**config.mk**
```make
export PLATFORM = sky130hd
export DESIGN_NAME = tcm_port_arb
export DESIGN_NICKNAME = d
export VERILOG_FILES = /design/src/rtl/tcm_port_arb.sv
export SDC_FILE = /design/constraint.sdc
export NUM_CORES = 1
export LEC_CHECK = 0
export CORE_AREA = 5 5 175 177
export CTS_CLUSTER_DIAMETER = 120
export CTS_CLUSTER_SIZE = 28
export DETAILED_ROUTE_END_ITERATION = 6
export DIE_AREA = 0 0 180 182
export HOLD_SLACK_MARGIN = 0.05
export PLACE_DENSITY = 0.43
export SLEW_MARGIN = 0
export SYNTH_ARGS = -nofsm -noshare
export SYNTH_HDL_FRONTEND = slang
export SYNTH_SLANG_ARGS = --single-unit
```
**constraint.sdc**
```tcl
create_clock -name clk_i -period 9.6 [get_ports clk_i]
set_input_delay 2.88 -clock clk_i [delete_from_list [all_inputs] [get_ports clk_i]]
set_output_delay 2.88 -clock clk_i [all_outputs]
set_load 0.01 [all_outputs]
```
**src/rtl/tcm_port_arb.sv**
```systemverilog
// Two-port arbiter for a shared single-port TCM: CPU (A) has priority, DMA (B) is
// protected by a starvation counter and may lock the port for an atomic RMW pair.
module tcm_port_arb #(
    parameter int unsigned STARVE_LIMIT = 4
) (
    input  logic        clk_i,
    input  logic        rst_i,
    input  logic        a_valid_i,
    input  logic [12:0] a_addr_i,
    input  logic [63:0] a_data_i,
    input  logic [7:0]  a_wr_i,
    output logic        a_accept_o,
    output logic        a_resp_valid_o,
    output logic [63:0] a_resp_data_o,
    input  logic        b_valid_i,
    input  logic [12:0] b_addr_i,
    input  logic [63:0] b_data_i,
    input  logic [7:0]  b_wr_i,
    input  logic        b_lock_i,
    output logic        b_accept_o,
    output logic        b_resp_valid_o,
    output logic [63:0] b_resp_data_o,
    output logic [12:0] ram_addr_o,
    output logic [63:0] ram_data_o,
    output logic [7:0]  ram_wr_o,
    input  logic [63:0] ram_data_i
);
    localparam logic [7:0] LIMIT = 8'(STARVE_LIMIT);

    typedef enum logic {ARB_NORMAL, ARB_B_LOCK} arb_state_e;

    arb_state_e  r_state;
    logic [7:0]  r_starve_cnt;
    logic [7:0]  r_lock_cnt;
    logic [12:0] r_last_addr;
    logic        r_resp_a;
    logic        r_resp_b;
    logic        w_a_acc;
    logic        w_b_acc;
    logic        w_lock_expire;

    // Accepts are gated by reset so nothing reaches the RAM while rst_i is low.
    always_comb begin
        w_a_acc = 1'b0;
        w_b_acc = 1'b0;
        if (rst_i) begin
            if (r_state == ARB_B_LOCK) begin
                w_b_acc = b_valid_i;
            end else begin
                w_b_acc = b_valid_i && (!a_valid_i || r_starve_cnt == LIMIT);
                w_a_acc = a_valid_i && !w_b_acc;
            end
        end
    end

    assign a_accept_o = w_a_acc;
    assign b_accept_o = w_b_acc;

    always_comb begin
        ram_addr_o = r_last_addr;
        ram_data_o = 64'h0;
        ram_wr_o   = 8'h00;
        if (w_b_acc) begin
            ram_addr_o = b_addr_i;
            ram_data_o = b_data_i;
            ram_wr_o   = b_wr_i;
        end else if (w_a_acc) begin
            ram_addr_o = a_addr_i;
            ram_data_o = a_data_i;
            ram_wr_o   = a_wr_i;
        end
    end

    // Lock is released after LIMIT consecutive locked cycles that A spent waiting.
    assign w_lock_expire = a_valid_i && (r_lock_cnt == LIMIT - 8'd1);

    always_ff @(posedge clk_i or negedge rst_i) begin
        if (!rst_i) begin
            r_state      <= ARB_NORMAL;
            r_starve_cnt <= 8'd0;
            r_lock_cnt   <= 8'd0;
            r_last_addr  <= 13'd0;
            r_resp_a     <= 1'b0;
            r_resp_b     <= 1'b0;
        end else begin
            r_resp_a <= w_a_acc;
            r_resp_b <= w_b_acc;
            if (w_a_acc || w_b_acc)
                r_last_addr <= ram_addr_o;
            if (b_valid_i && !w_b_acc)
                r_starve_cnt <= (r_starve_cnt == LIMIT) ? r_starve_cnt : r_starve_cnt + 8'd1;
            else
                r_starve_cnt <= 8'd0;
            case (r_state)
                ARB_NORMAL: begin
                    r_lock_cnt <= 8'd0;
                    if (w_b_acc && b_lock_i)
                        r_state <= ARB_B_LOCK;
                end
                ARB_B_LOCK: begin
                    r_lock_cnt <= a_valid_i ? r_lock_cnt + 8'd1 : 8'd0;
                    if (!b_valid_i || (w_b_acc && !b_lock_i) || w_lock_expire) begin
                        r_state    <= ARB_NORMAL;
                        r_lock_cnt <= 8'd0;
                    end
                end
                default: begin
                    r_state    <= ARB_NORMAL;
                    r_lock_cnt <= 8'd0;
                end
            endcase
        end
    end

    assign a_resp_valid_o = r_resp_a;
    assign b_resp_valid_o = r_resp_b;
    assign a_resp_data_o  = r_resp_a ? ram_data_i : 64'h0;
    assign b_resp_data_o  = r_resp_b ? ram_data_i : 64'h0;

endmodule

```
==> metrics <==
I/O pins=456; WP data required=about 6700 ps; fillers=3070; Post-route DRC=0; Gate power share=0.539; gr usage total=0.1501; dpl hpwl=between 20000 and 25000 um; vias per inst=3.975; total core area=roughly 0.029 mm^2; Tcrit/Tclk final=0.8696; cell taking the most area after synthesis=and2_1; Clk pin slew, worst setup/hold paths=roughly 50 ps; Max FO, Critical Path=42; Worst EP arrival=roughly 5500 ps; Yosys top cell area share=0.2378; layout cells sized above 1=0.03118; setup repair bufs after CTS=0; Worst Min Path Start=r_lock_cnt[0]; cts-stage hold buffer count=0; CP startpoint=a_valid_i; Worst-Margin Slew=around 670 ps; pin count of the biggest net entering global routing=66; Ys Warns=0; final setup fails=0; final worst-path setup slack=around 1300 ps; CTS H-tree depth=2; CTS sink cnt=32; Initial DRT Pass Iterations=4; sequential share of the synthesized area=0.2378; Num CTS Buffers=5; routed len/inst=21.77 um; Netlist cell types=35; Die ar.=about 0.033 mm^2; Syn Inst Count=roughly 400; vias in the first global route=roughly 5100; CTS max path bufs=2; Final nets=approximately 1100; clk_lat worst skew=between 200 and 300 ps; outcome=complete, no violations; asr flop ratio synth=1.000; num rows=63; Root Driver=clkbuf_16; Routed WL=around 27000 um; Initial Utilization=0.1158; Synthesized Nets=about 640; Max Clock Skew=~2.4 ps; worst r2r src=r_starve_cnt[4]; Crit. End Element=primary output; maximum VDD drop=around 60 uV; Post-synth EDFFs=0; dpl ws=between 1000 and 1500 ps; Max-slew headroom=0.5470; gr ovfl total=0; Worst setup SP type=input port; first-pass GRT wire length=36850 um; Netlist Area Pre-Place=0.003367 mm^2; port bufs=455; fmax=roughly 120 MHz; Area growth syn-to-layout=152.3%; crit path kind=input port to primary output; Post-synth top flop=dfrtp_1; Post-Route Setup TNS=0 ps; initial antenna violation count=2; Placed Instances=between 1000 and 1500; max-cap check violation count=0; leakage power=between 0.003 and 0.004 uW; TritonCTS clock tree=done; post-cts sizing count=0; Die Span X=180 um; power per cell area=a little under 80 mW/mm^2; Worst R2R Setup Slack=about 7000 ps; syn avg cell area=between 8 and 9 um^2; Chip Height=roughly 180 um; sequential share of power=0.233; fin cells=1226; Int Pwr=around 460 uW; Final Hold Fails=0; fin util=0.2920; Final ANT Viol Nets=0; GPL Wtd Cong=approximately 0.8; RSZ-0062 raised after global routing=no; Sw Share=0.2986; net switching power=195.2 uW; total number of vias=~4900; worst hold path class=flop to flop; final slew viol count=0; clock network fraction of total power=0.228; number of synthesized register bits=32; Initial DRC Count=about 240; crit path time final=about 8300 ps; Synth area leaders=and2_1 (24%), dfrtp_1 (24%), a22o_1 (19%)
==> worst max-delay path: stages <==
cell and delay, ps:
clkdlybuf4s50_1 460, nand2b_1 310, o211a_4 600, buf_12 280, a22o_1 290, clkdlybuf4s50_1 610
==> through the flow <==
stage          total power, uW  area, um^2  hold WS (ps)
3_5_place_dp             510.3        8356         512.8
3_3_place_gp             513.1        8356         514.8
4_1_cts                  664.7        8489         521.4
5_1_grt                  692.9        8494         553.5
2_1_floorplan            271.5        3367         469.5
6_report                 653.9        8494         513.7
==> cells in the mapped netlist, types with 2 or more instances <==
| library cell | instances |
|---|---|
| a221o_1 | 26 |
| a22o_1 | 72 |
| a22oi_1 | 13 |
| and2_1 | 128 |
| and3_1 | 8 |
| buf_2 | 8 |
| buf_6 | 2 |
| clkbuf_1 | 30 |
| dfrtp_1 | 32 |
| ha_1 | 3 |
| inv_1 | 7 |
| nand2_1 | 6 |
| nand3_1 | 8 |
| nor2_1 | 12 |
| nor3_1 | 2 |
| o21ai_0 | 2 |
| o2bb2ai_1 | 13 |
| or2_2 | 3 |
| xnor2_1 | 4 |
| xor2_1 | 7 |
==> power by group through the flow <==
stage                     Sequential, uW  Clock, uW  Combinational (uW)
after floorplan                      154          0                 118
after global placement               155          0                 359
after detailed placement             155          0                 356
after CTS                            153        154                 358
after global routing                 154        160                 378
final                                153        149                 352
==> flip-flops by register name, summed over array words and instances, names as in the netlist <==
name	cells
r_lock_cnt	8
r_state	1
b_resp_valid_o	1
r_starve_cnt	8
a_resp_valid_o	1
r_last_addr	13
==> cells by family (layout without fill, tap and decap cells) <==
family / count (synthesis) / in the layout / share of synthesized area
AO/OA/AOI/OAI: 133 / 133 / 0.3478
XOR/XNOR: 11 / 11 / 0.02861
adder cells (fa/ha/maj): 3 / 3 / 0.01115
buffers and inverters: 48 / 481 / 0.06206
flip-flops: 32 / 32 / 0.2378
other: 0 / 2 / 0
AND/OR/NAND/NOR: 174 / 174 / 0.3125
==> metal layers <==
metal | global-route usage | vias up | part of all wire
met5 | 0 | - | 0
met4 | 0.01311 | 0 | 0.0014
met3 | 0.05849 | 7 | 0.090
met2 | 0.2657 | 281 | 0.50
met1 | 0.1795 | 2231 | 0.41
li1 | - | 2354 | -
==> cells in the final DEF, fill, tap and decap left out, types with 2 or more instances in the layout <==
cell type / synthesis / layout
dfrtp_1: 32 / 32
xor2_1: 7 / 7
xnor2_1: 4 / 4
diode_2: 0 / 2
inv_1: 7 / 7
a22o_1: 72 / 72
and2_1: 128 / 128
or2_2: 3 / 3
nor3_1: 2 / 2
buf_4: 1 / 10
and3_1: 8 / 8
nand2_1: 6 / 6
o21ai_0: 2 / 2
a221o_1: 26 / 26
o2bb2ai_1: 13 / 13
ha_1: 3 / 3
nor2_1: 12 / 12
a22oi_1: 13 / 13
clkdlybuf4s50_1: 0 / 454
clkbuf_16: 0 / 5
buf_12: 0 / 2
nand3_1: 8 / 8
==> area by class of cell <==
class                      instances  area, um^2  area share
multi-input combinational        321        2376      0.2797
timing repair buffer             467        4664      0.5491
inverter                           7       26.28    0.003093
sequential                        32       800.8     0.09427
antenna                            2       5.005   0.0005892
clock buffer                       6       128.9     0.01517
tap                              390       488.0     0.05745
clock inverter                     1       5.005   0.0005892
==> final timing paths <==
kind,to,cells after the start
worst max-delay path,ram_data_o[59],6
worst min-delay path,r_lock_cnt[0],1
worst max register to register,r_last_addr[11],5
worst min register to register,r_lock_cnt[0],1
max in group asynchronous,b_resp_valid_o,2
min in group asynchronous,r_last_addr[8],1
(Power assumes the default switching activity.)
